<file path="src/rtl/sdp_fifo_ctrl.sv">
// Single-clock FIFO controller built around a registered-output simple dual-port RAM.
// The RAM read register doubles as the output stage, so capacity is 2^ADDR_WIDTH + 1.
module sdp_fifo_ctrl #(
  parameter int unsigned DATA_WIDTH = 8,
  parameter int unsigned ADDR_WIDTH = 4
) (
  input  logic                  clock,
  input  logic                  reset,
  input  logic                  in_valid,
  output logic                  in_ready,
  input  logic [DATA_WIDTH-1:0] in_data,
  output logic                  out_valid,
  input  logic                  out_ready,
  output logic [DATA_WIDTH-1:0] out_data,
  output logic [ADDR_WIDTH:0]   level
);

  localparam int unsigned Depth = 1 << ADDR_WIDTH;
  localparam logic [ADDR_WIDTH:0] CntFull = {1'b1, {ADDR_WIDTH{1'b0}}};

  logic [ADDR_WIDTH-1:0] wptr_q, wptr_d;
  logic [ADDR_WIDTH-1:0] rptr_q, rptr_d;
  logic [ADDR_WIDTH:0]   ram_cnt_q, ram_cnt_d;
  logic                  out_valid_q, out_valid_d;
  logic [ADDR_WIDTH:0]   level_q, level_d;

  logic                  push, pop, fetch;

  // RAM port signals
  logic                  ram_wen;
  logic [ADDR_WIDTH-1:0] ram_waddr;
  logic [DATA_WIDTH-1:0] ram_wdata;
  logic                  ram_ren;
  logic [ADDR_WIDTH-1:0] ram_raddr;

  logic [DATA_WIDTH-1:0] mem_q [Depth];
  logic [DATA_WIDTH-1:0] rdata_q;

  // Handshake decode; in_ready depends on registered state only.
  always_comb begin
    in_ready  = !reset && (ram_cnt_q != CntFull);
    push      = in_valid && in_ready;
    pop       = out_valid_q && out_ready;
    // Prefetch whenever the output register is empty or being drained this cycle.
    fetch     = !reset && (ram_cnt_q != '0) && (!out_valid_q || out_ready);

    ram_wen   = push;
    ram_waddr = wptr_q;
    ram_wdata = in_data;
    ram_ren   = fetch;
    ram_raddr = rptr_q;
  end

  // Next-state for pointers, occupancy and level.
  always_comb begin
    wptr_d      = push  ? wptr_q + ADDR_WIDTH'(1) : wptr_q;
    rptr_d      = fetch ? rptr_q + ADDR_WIDTH'(1) : rptr_q;
    ram_cnt_d   = ram_cnt_q;
    unique case ({push, fetch})
      2'b10:   ram_cnt_d = ram_cnt_q + (ADDR_WIDTH+1)'(1);
      2'b01:   ram_cnt_d = ram_cnt_q - (ADDR_WIDTH+1)'(1);
      default: ram_cnt_d = ram_cnt_q;
    endcase
    out_valid_d = fetch ? 1'b1 : (pop ? 1'b0 : out_valid_q);
    level_d     = ram_cnt_d + {{ADDR_WIDTH{1'b0}}, out_valid_d};
  end

  // Control state with synchronous reset.
  always_ff @(posedge clock) begin
    if (reset) begin
      wptr_q      <= '0;
      rptr_q      <= '0;
      ram_cnt_q   <= '0;
      out_valid_q <= 1'b0;
      level_q     <= '0;
    end else begin
      wptr_q      <= wptr_d;
      rptr_q      <= rptr_d;
      ram_cnt_q   <= ram_cnt_d;
      out_valid_q <= out_valid_d;
      level_q     <= level_d;
    end
  end

  // RAM write port; push is already gated off during reset.
  always_ff @(posedge clock) begin
    if (ram_wen) begin
      mem_q[ram_waddr] <= ram_wdata;
    end
  end

  // RAM registered read port; holds its value when not enabled.
  always_ff @(posedge clock) begin
    if (ram_ren) begin
      rdata_q <= mem_q[ram_raddr];
    end
  end

  assign out_valid = out_valid_q;
  assign out_data  = rdata_q;
  assign level     = level_q;

endmodule

</file>
<file path="config.mk">
export PLATFORM = sky130hd
export DESIGN_NAME = sdp_fifo_ctrl
export DESIGN_NICKNAME = d
export VERILOG_FILES = /design/src/rtl/sdp_fifo_ctrl.sv
export SDC_FILE = /design/constraint.sdc
export NUM_CORES = 1
export LEC_CHECK = 0
export ABC_AREA = 1
export BUFFER_PORTS_ARGS = -buffer_cell sky130_fd_sc_hd__buf_2
export CAP_MARGIN = 20
export CORE_MARGIN = 2
export CORE_UTILIZATION = 55
export CTS_CLUSTER_DIAMETER = 100
export DETAILED_ROUTE_END_ITERATION = 12
export PLACE_DENSITY = 0.72
export SETUP_SLACK_MARGIN = 0.02
export SYNTH_ARGS = -nofsm -noshare
export SYNTH_HDL_FRONTEND = slang
export SYNTH_SLANG_ARGS = --single-unit
</file>
<file path="constraint.sdc">
create_clock -name clock -period 7.8 [get_ports clock]
set_clock_uncertainty 0.2 [all_clocks]
set_input_delay 1.17 -clock clock [delete_from_list [all_inputs] [get_ports clock]]
set_output_delay 1.17 -clock clock [all_outputs]
set_load 0.01 [all_outputs]
</file>
Word level (Yosys, flattened, before mapping)
Memories as Yosys holds them, arrays and structs flattened. A register that Yosys moved wholly into a read port is not among the register bits.
Index checks and enable logic that the tools add are counted.
{"block": "totals", "inputBits": 12, "elab_cells": 28, "n_memories": 1, "ramBits": 128, "out_inout_bits": 15, "register_bits": 19}
{"block": "op_classes", "n_mux": 5, "eq_ne": 3, "reduce_logical": 9, "addsub": 5}
{"memory": "mem_q", "depth": 16, "width": 8, "read_ports": 1, "rd_ports_with_merged_regs": 1, "write_ports": 1, "line_no": "36", "text": "logic [DATA_WIDTH-1:0] mem_q [Depth];"}
{"op": "case mux 5 bit (2 select lines)", "n": 1}
{"op": "adder 4 x 1 -> 4 bit, second input constant", "n": 2}
{"op": "adder 5 x 1 -> 5 bit", "n": 1}
{"op": "adder 5 x 1 -> 5 bit, second input constant", "n": 1}
{"op": "logical AND 1 bit", "n": 5}
{"op": "!= test 5 bit, second input constant", "n": 1}
{"op": "nonzero test 5 bit", "n": 1}
{"op": "subtractor 5 x 1 -> 5 bit, second input constant", "n": 1}
{"op": "two-way mux 1 bit", "n": 4}
{"op": "== test 2 x 1 -> 1 bit, second input constant", "n": 1}
{"op": "== test 2 bit, second input constant", "n": 1}
{"op": "logical NOT 1 bit", "n": 2}
{"op": "logical OR 1 bit", "n": 1}

Depth between registers and ports, before layout
Gate-level depths: netlist of run 1.
{"block": "logic_depth", "ltp_word": 6, "depth_mapped": 21, "mapped_depth_nobuf": 21}

Worst setup path before layout of run 1
OpenSTA, ideal clock, no wires.
{"block": "synth_timing", "path_type": "input to register", "startpoint": "input port reset", "endpoint": "register level_q[4] (netlist: level[4])", "setup_time_ps": 109, "slack_ps": 4511, "required_ps": 7491, "n_path_buf": 1, "arrival_time_ps": 2980, "stages": 16, "cell_sequence": "buf_2 > inv_2 > nand2_4 > nor2_8 > nand3_1 > nand2_1 > inv_2 > ha_1 > inv_1 > o21ai_0 > ha_1 > nand2_1 > a21oi_1 > nand2_1 > nand2_1 > inv_1"}
{"block": "synth_between", "elab_chain_cells": 6, "elab_cells_between_ends": 10, "cone_classes": "add/sub: 1; eq/ne: 2; mux: 2; reduce/logical: 5"}
{"item": "start: declaration", "line_no": "8", "text": "input logic reset,"}
{"item": "logical NOT 1 bit *", "line_no": "45", "text": "fetch = !reset && (ram_cnt_q != '0) && (!out_valid_q || out_ready);"}
{"item": "logical AND 1 bit * (2 in series)", "line_no": "45"}
{"item": "named net fetch", "line_no": "27", "text": "logic push, pop, fetch;"}
{"item": "== test 2 x 1 -> 1 bit or == test 2 bit (tied branches)", "line_no": "59", "text": "unique case ({push, fetch})"}
{"item": "case mux 5 bit (2 select lines) *", "line_no": "59"}
{"item": "named net ram_cnt_d[1]", "line_no": "23", "text": "logic [ADDR_WIDTH:0] ram_cnt_q, ram_cnt_d;"}
{"item": "adder 5 x 1 -> 5 bit *", "line_no": "65", "text": "level_d = ram_cnt_d + {{ADDR_WIDTH{1'b0}}, out_valid_d};"}
{"item": "end signal: assignment", "line_no": "81", "text": "level_q <= level_d;"}
{"item": "end: declaration", "line_no": "25", "text": "logic [ADDR_WIDTH:0] level_q, level_d;"}
Mark *: on every way through the listed nets, which the timed path passes. The rest lies on a longest branch.
A chain may end at the register's enable or synchronous reset.

Worst setup path in the final report of run 1
Ends and elaborated chain as after synthesis.

==> results of run 1 <==
## kinds of logic after synthesis
| family | Yosys count | share of synthesized area [%] |
|---|---|---|
| and+or+nand+nor | 175 | 12.27 |
| DFF | 155 | 70.25 |
| AOI/OAI and AO/OA | 129 | 12.17 |
| buffers and inverters | 59 | 3.544 |
| adders and majority gates | 9 | 1.772 |
## worst max-delay path: stages
cell and delay (ns):
buf_2 0.16, inv_2 0.23, nand2_4 0.12, nor2_8 0.26, nand3_1 0.16, nand2_1 0.12, inv_2 0.04, ha_1 0.26
inv_1 0.03, o21ai_0 0.27, ha_1 0.22, nand2_1 0.08, a21oi_1 0.13, nand2_1 0.06, nand2_1 0.06, inv_1 0.03
## per-layer routing
layer / track usage [%] / up-vias
met4: 11.69 / 0
li1: - / 1953
met2: 38.17 / 174
met3: 4.845 / 27
met5: 0 / -
met1: 29.93 / 1968
## state kept, by name (all words and copies together), names as in the netlist
name,flops
mem_q,128
out_data,8
level,5
ram_cnt_q,5
ram_raddr,4
ram_waddr,4
out_valid,1
## layout by cell type, fill, tap and decap left out, types with 2 or more instances in the layout
cell type / count
nand3_1: 16
nor2_1: 96
nand3_2: 5
bufinv_16: 2
nand2_1: 45
a21oi_1: 11
ha_1: 9
buf_4: 4
inv_2: 3
buf_2: 26
o22ai_1: 10
clkinv_1: 7
nand2_4: 3
edfxtp_1: 136
inv_1: 29
o21ai_1: 3
clkbuf_1: 3
clkinv_2: 3
clkbuf_16: 17
o221ai_1: 22
dfxtp_1: 18
o211ai_1: 10
o21ai_0: 70
nand2_2: 4
## worst min-delay path by stage
stage                  from           end  slack [ns]  depth (start not counted)
3_3_place_gp   ram_cnt_q[0]  ram_cnt_q[0]        0.34                          2
5_1_grt        ram_waddr[0]  ram_waddr[0]        0.40                          2
3_5_place_dp   ram_waddr[0]  ram_waddr[0]        0.36                          2
2_1_floorplan  ram_cnt_q[0]  ram_cnt_q[0]        0.30                          2
4_1_cts        ram_waddr[0]  ram_waddr[0]        0.37                          2
6_report       ram_cnt_q[0]  ram_cnt_q[0]        0.37                          2
## area by class of cell
type,instances,area share [%]
Inverter,33,1.736
Clock buffer,20,6.120
Timing Repair Buffer,30,2.244
Clock inverter,12,1.473
Sequential cell,155,62.58
Multi-Input combinational cell,313,23.34
Tap cell,143,2.507
## power by group
part           internal, mW  switching, mW
clock                 0.461          0.299
sequential            0.967         0.0265
combinational         0.170          0.396
total                  1.60          0.722
==> flow_summary.toml, run 1 <==
[floorplanning]
fp.dieH_um = 111.5
core_um2 = 11370
num_rows = 39
pin_count = 27
die_x_um = 111.5
die-area_um2 = 12430
start_util_pct = 55.89

[clock_tree]
clk_pin_slew_worst_paths_ns = 0.06
htreeDepth = 4
cts.path.max_buffers = 2
clock-sinks = 155
cts_hold_buf = 0
cts_setup_buffers = 0
cts_inserted_buffers = 17
cts_tree = "built"
cts_root_buf = "clkbuf_16"
clock_latency_ns = 0.42
cts_resized = 0

[layout]
syn_to_final_growth_pct = 12.29
antennaDiodeCount = 0
layout.nets = 571
utilization_pct = 62.76
final_layout_size_suffix_gt1_share_pct = 12.97
multiInputGateArea_um2 = 1665
fill_cells = 868
stdcell_area_um2 = 7136
seq_area_um2 = 4466
final_cells = 706

[worst_setup_path]
required_ns = 7.92
path_class = "input port to register"
r2r-end = "level[4]"
r2r_cells = 16
crit_path_start_kind = "input port"
ff2ff_setup_slack_ns = 5.09
crit_path_end_kind = "register"
crit_fanout = 16
cp-endpoint = "level[4]"
regToRegStartpoint = "ram_cnt_q[1]"
worstPathArrival_ns = 3.40
worstSetupStartpoint = "reset"

[min_path]
hold_class = "register to register"

[timing]
fin_setup_tns_ns = 0
setup_viol = 0
rsz0062_at_grt = "false"
fin_hold_ws_ns = 0.3702
maxSlewViolCount = 0
tightest_slew_ns = 1.091
hold_viol_final = 0
period_share_pct = 42.02
fmax_mhz = 305.1
slew_headroom_pct = 27.15
finalWorstSetupSlack_ns = 4.523
period_needed_ns = 3.277

[place]
port_buffers = 26
place_ws_ns = 4.093
dpl.cell_count = 674
hpwl_um = 8123
placed_area_um2 = 6594
gp_congestion = 0.8402

[yosys]
yosysUniqueCellTypes = 29
synth_fp_nets = 548
synth_most_common_cell = "edfxtp_1"
synth_flop_cell = "edfxtp_1"
synth_area_leaders = "edfxtp_1 64%, dfxtp_1 6.0%, nor2_1 5.7%, o21ai_0 5.5%, o221ai_1 3.0%"
syn-instance-count = 527
synth_edf_count = 136
netlist_area_um2 = 6355
synth_commonest_cells = "136 x edfxtp_1, 96 x nor2_1, 70 x o21ai_0"
ys_seq_elements = 155
yosysSeqAreaShare_pct = 70.25
ys_async_sr_fraction_pct = 0
yosys_warnings = 0
syn_area_per_cell_um2 = 12.06
yosysTopAreaCell = "edfxtp_1"
synth_top_area_share_pct = 64.26

[global_route]
overflow = 0
grt_pass1_wl_um = 21680
antenna_found_initial = 0
grt_pass1_vias = 4110
grt_max_degree = 67
gr-usage-all-layers_pct = 23.34

[route]
drt-pass1-iter-count = 5
drt-vias-per-instance = 5.839
drtIter0Drc = 527
wl_met1_um = 5597
dr_wl_met2_um = 6755
postRouteWirelength_um = 13640
route.met3.wl_um = 946
drc = 0
ant_nets = 0
highest_layer = "met4"
wl_per_cell_um = 19.31
vias = 4122

[run_status]
outcome = "complete, no violations"

[power]
total_power_mw = 2.320
leakagePower_nw = 2.499
irDropWorstVdd_mv = 0.2272
p_per_area_nw_per_um2 = 325.1

[run]
maxCapViolations = 0
Power figures use the tool's default switching activity.
==> run 2, diff against run 1 <==
Settings changed: ABC_AREA 1 to 0.
Clock period 7.8 ns to 3.3 ns, I/O delays scaled along.
==> run 2 against run 1 <==
  * Combinational power up 84%
  * Count of clock-buffer cells in the layout decreased by 1
  * Cell count is 27% lower
  * Hold slack worse by 0.30 ns
  * Clock power rose to 2.6 times the previous value
  * Synthesized cell count down 39%
  * Core utilization increased by 2.7 points
  * Largest cell class unchanged
==> flow_summary.toml, run 2 <==
[route]
drtIter0Drc = 250
vias = 3049
wl_met1_um = 5061
drt-pass1-iter-count = 6
highest_layer = "met4"
route.met3.wl_um = 541
dr_wl_met2_um = 5462
drt-vias-per-instance = 5.932
ant_nets = 0
wl_per_cell_um = 21.73
drc = 0
postRouteWirelength_um = 11170

[global_route]
grt_max_degree = 27
overflow = 0
grt_pass1_vias = 3031
antenna_found_initial = 0
grt_pass1_wl_um = 17620
gr-usage-all-layers_pct = 20.88

[timing]
fmax_mhz = 323.6
rsz0062_at_grt = "false"
period_share_pct = 93.66
tightest_slew_ns = 0.8330
setup_viol = 0
fin_setup_tns_ns = 0
fin_hold_ws_ns = 0.06904
hold_viol_final = 0
period_needed_ns = 3.091
slew_headroom_pct = 44.26
maxSlewViolCount = 0

[power]
irDropWorstVdd_mv = 0.4470
leakagePower_nw = 2.317
total_power_mw = 5.347
p_per_area_nw_per_um2 = 750.5

[layout]
final_layout_size_suffix_gt1_share_pct = 31.55
final_cells = 514
fill_cells = 714
final_cell_mix = "136 x edfxtp_1, 40 x mux4_2, 26 x buf_2"
seq_area_um2 = 4467
layout.nets = 383
largest_register_ffs = 128
layout_commonest_cell = "edfxtp_1"
multiInputGateArea_um2 = 1630
antennaDiodeCount = 0
largest_register = "mem_q"
stdcell_area_um2 = 7124
syn_to_final_growth_pct = 15.29

[place]
hpwl_um = 7214
gp_congestion = 0.7655
port_buffers = 26
dpl.cell_count = 483
placed_area_um2 = 6519

[yosys]
yosysSeqAreaShare_pct = 72.24
ys_seq_elements = 155
ys_async_sr_fraction_pct = 0
synth_commonest_cells = "136 x edfxtp_1, 40 x mux4_2, 23 x nor2_1"
synth_edf_count = 136
netlist_area_um2 = 6180
syn-instance-count = 321
synth_fp_nets = 342
yosys_warnings = 0
yosysUniqueCellTypes = 39
synth_top_area_share_pct = 66.09
yosysTopAreaCell = "edfxtp_1"
synth_flop_cell = "edfxtp_1"
synth_area_leaders = "edfxtp_1 66%, mux4_2 15%, dfxtp_1 6.2%, ha_1 1.8%, nor2_1 1.4%"
synth_most_common_cell = "edfxtp_1"
syn_area_per_cell_um2 = 19.25

[clock_tree]
cts_root_buf = "clkbuf_8"
cts.path.max_buffers = 2
cts_hold_buf = 0
clock_latency_ns = 0.52
clk_pin_slew_worst_paths_ns = 0.06
cts_tree = "built"
cts_inserted_buffers = 17
htreeDepth = 4
clock-sinks = 155

[worst_setup_path]
path_class = "register to register"
path_cells = "o41a_1, a2111oi_4, xor2_1, ha_2, a21oi_1, xor2_1, or3_1, and2_4, nor3b_2, mux2_4"
crit_fanout = 6
crit_path_start_kind = "register"
slowest_stage = "o41a_1"
required_ns = 3.50
critPathMostFrequentCell = "xor2_1"
worstPathArrival_ns = 3.29
critPathMaxStageDelay_ns = 0.47
crit_path_end_kind = "register"

[floorplanning]
start_util_pct = 56.76
die-area_um2 = 12100
core_um2 = 10890
num_rows = 38
die_x_um = 110
pin_count = 27
fp.dieH_um = 110

[run_status]
outcome = "complete, no violations"

[min_path]
hold_class = "input port to register"

[run]
maxCapViolations = 0
==> run 2: cell types whose count changed after synthesis, moves of 7 or more <==
cell,before,now
nor2_1,96,23
a21oi_1,11,4
inv_1,29,5
mux4_2,0,40
nand3_1,16,1
o22ai_1,10,0
nand2_1,45,10
xor2_1,0,8
o211ai_1,10,0
clkbuf_1,23,8
o21ai_0,70,3
o221ai_1,22,0
==> run 2: final cells by class <==
type	instances	share of cell area, %
clock buffer	19	5.919
clock inverter	12	2.406
inverter	5	0.2634
multi-input combinational	144	22.88
sequential	155	62.70
tap	140	2.459
timing repair buffer	39	3.372
==> run 2: repair_timing <==
| item | in CTS | in global routing |
|---|---|---|
| hold endpoints to repair | 0 | 0 |
| setup endpoints to repair | 0 | 1 |
| resized for setup | 0 | 3 |
| buffers inserted | 0 | 0 |
==> run 2: final timing paths <==
check,depth (start not counted),endpoint,slack [ns],start
hold / removal,3,out_valid,0.07,out_ready
setup / recovery,10,level[4],0.21,ram_cnt_q[0]
hold reg to reg,2,out_valid,0.30,out_valid
setup reg to reg,10,level[4],0.21,ram_cnt_q[0]
==> run 2: worst max-delay path, delay by kind of cell (launching register included) <==
family,cells,cell delay (ns)
xor+xnor,2,0.36
fa+ha+maj,1,0.24
flops,1,0.39
compound gates,3,0.78
simple gates,3,0.70
mux,1,0.31
==> run 2: cell families (layout without fill, tap and decap cells) <==
kind of cell	Yosys count	after routing	synth area share (%)
and+or+nand+nor	65	65	5.406
xor gates and xnor gates	13	13	1.842
buffers and inverters	22	75	1.640
DFF	155	155	72.24
muxes	42	42	15.00
adders and majority gates	9	9	1.822
AOI/OAI and AO/OA	15	15	2.045
==> run 2: per-stage QoR <==
step                      util [%]  setup slack (ns)
after floorplan                  -           0.06591
after global placement       59.87            0.2042
after detailed placement     59.87            0.1264
after CTS                    65.32           0.08528
after global routing         65.43           0.03028
final                        65.43            0.2093
==> run 2: power by group <==
group	internal, mW	switching (mW)	total [mW]
clock network	1.22	0.728	1.95
registers	2.27	0.0884	2.36
logic	0.511	0.525	1.04
total	4.00	1.34	5.35
==> run 2: routing by layer <==
metal / vias to the layer above / GRT usage, %
met5: - / 0
met4: 0 / 5.696
met3: 12 / 5.350
met2: 77 / 31.90
met1: 1602 / 30.46
li1: 1358 / -
==> run 3, diff against run 2 <==
Settings changed: GPL_ROUTABILITY_DRIVEN set to 1, PLACE_DENSITY 0.72 to 0.7.
==> run 3 against run 2 <==
  * Register-to-register slack lost 0.09 ns
  * Flip-flop and latch count is the same
  * Routed wire length grew 9.3%
==> flow_summary.toml, run 3 (synthesis gave the netlist of run 2 again) <==
[run_status]
outcome = "complete, no violations"

[place]
hpwl_um = 7547
place_ws_ns = 0.1364
port_buffers = 26
gp_congestion = 0.7377

[power]
seqPwrFrac_pct = 43.8
power.internal_mw = 4.064
p_per_area_nw_per_um2 = 746.4
switching_share_pct = 24.31
pwr-share-clk_pct = 36.6
leakagePower_nw = 2.361
p_sw_mw = 1.305
total_power_mw = 5.369
power_frac_comb_pct = 19.6
irDropWorstVdd_mv = 0.4312

[timing]
setup_viol = 0
rsz0062_at_grt = "false"
fin_setup_tns_ns = 0
fmax_mhz = 314.0
period_share_pct = 96.51
finalWorstSetupSlack_ns = 0.1152
slew_headroom_pct = 25.51
maxSlewViolCount = 0
tightest_slew_ns = 1.113
hold_viol_final = 0
period_needed_ns = 3.185

[clock_tree]
clock-sinks = 155
cts_tree = "built"
cts.path.max_buffers = 2
clock_latency_ns = 0.53
htreeDepth = 4
clk_pin_slew_worst_paths_ns = 0.06
cts_root_buf = "clkbuf_8"
cts_inserted_buffers = 17

[global_route]
antenna_found_initial = 0
grt_pass1_vias = 3134
gr-usage-all-layers_pct = 22.42
grt_pass1_wl_um = 18320
grt_max_degree = 36
overflow = 0

[layout]
layout.nets = 390
largest_register_ffs = 128
final_cell_mix = "136 x edfxtp_1, 40 x mux4_2, 26 x buf_2"
multiInputGateArea_um2 = 1630
layout_commonest_cell = "edfxtp_1"
final_layout_size_suffix_gt1_share_pct = 33.25
largest_register = "mem_q"
seq_area_um2 = 4469
antennaDiodeCount = 0
syn_to_final_growth_pct = 16.40
fill_cells = 722

[worst_setup_path]
critPathMaxStageDelay_ns = 0.46
path_cells = "o41a_1, a2111oi_4, xor2_1, ha_2, a21oi_1, xor2_1, or3_1, and2_4, nor3b_2, mux2_4"
cp_top_family = "compound AO/OA/AOI/OAI gates"
critPathMostFrequentCell = "xor2_1"
path_class = "register to register"
crit_path_end_kind = "register"
crit_fanout = 9
required_ns = 3.51
worst-path-buf-inv = 0
crit_path_start_kind = "register"
worstPathArrival_ns = 3.39
slowest_stage = "o41a_1"

[route]
postRouteWirelength_um = 12210
wl_per_cell_um = 23.38
drtIter0Drc = 255
drc = 0
vias = 3093
drt-pass1-iter-count = 4
ant_nets = 0
drt-vias-per-instance = 5.925

[run]
maxCapViolations = 0

[min_path]
hold_class = "input port to register"

[floorplanning]
num_rows = 38
pin_count = 27
die-area_um2 = 12100
fp.dieH_um = 110
start_util_pct = 56.76
core_um2 = 10890
die_x_um = 110
-- run 3: power groups by stage --
stage	combinational, mW	sequential, mW	clock (mW)
finish	1.05	2.35	1.96
detailed placement	1.05	2.38	0
global route	1.16	2.36	2.08
floorplan	0.717	2.40	0
global placement	1.02	2.38	0
CTS	1.05	2.34	1.99
-- run 3: repair_timing --
action / in CTS / in global routing
endpoints found under the hold margin: 0 / 0
buffers inserted: 0 / 1
setup endpoints to repair: 0 / 1
hold buffers: 0 / 0
gates resized for setup: 0 / 5
-- run 3: cell type report --
type / instances / area share, %
Clock buffer: 24 / 6.401
Clock inverter: 8 / 1.983
Inverter: 5 / 0.2609
Multi-Input combinational cell: 144 / 22.66
Sequential cell: 155 / 62.13
Tap cell: 140 / 2.435
Timing Repair Buffer: 46 / 4.122
-- run 3: path summary, 6_finish.rpt --
path,startpoint,to,slack [ns],depth (start not counted)
setup / recovery,ram_cnt_q[1],level[4],0.12,10
hold / removal,out_ready,out_valid,0.08,3
setup reg to reg,ram_cnt_q[1],level[4],0.12,10
hold reg to reg,out_valid,out_valid,0.32,2
-- run 3: metal layers --
metal / GRT usage (%) / routed length, um
met1: 31.42 / 4960
met2: 33.83 / 6075
met3: 6.702 / 1000
met4: 8.137 / 168
met5: 0 / 0
-- run 3: worst min-delay path, delay by kind of cell --
kind / cells / cell delay (ns)
simple gates: 1 / 0.11
compound gates: 1 / 0.07
buf+inv: 1 / 0.08
-- run 3: through the flow --
| stage | util (%) | instances | hold WS (ns) | cell area, um2 |
|---|---|---|---|---|
| floorplan | - | 321 | 0.3157 | 6180 |
| global placement | 60.22 | 488 | 0.2959 | 6556 |
| detailed placement | 60.22 | 488 | 0.3084 | 6556 |
| CTS | 65.76 | 520 | 0.05835 | 7159 |
| global route | 66.07 | 522 | 0.07361 | 7193 |
| finish | 66.07 | 522 | 0.07785 | 7193 |
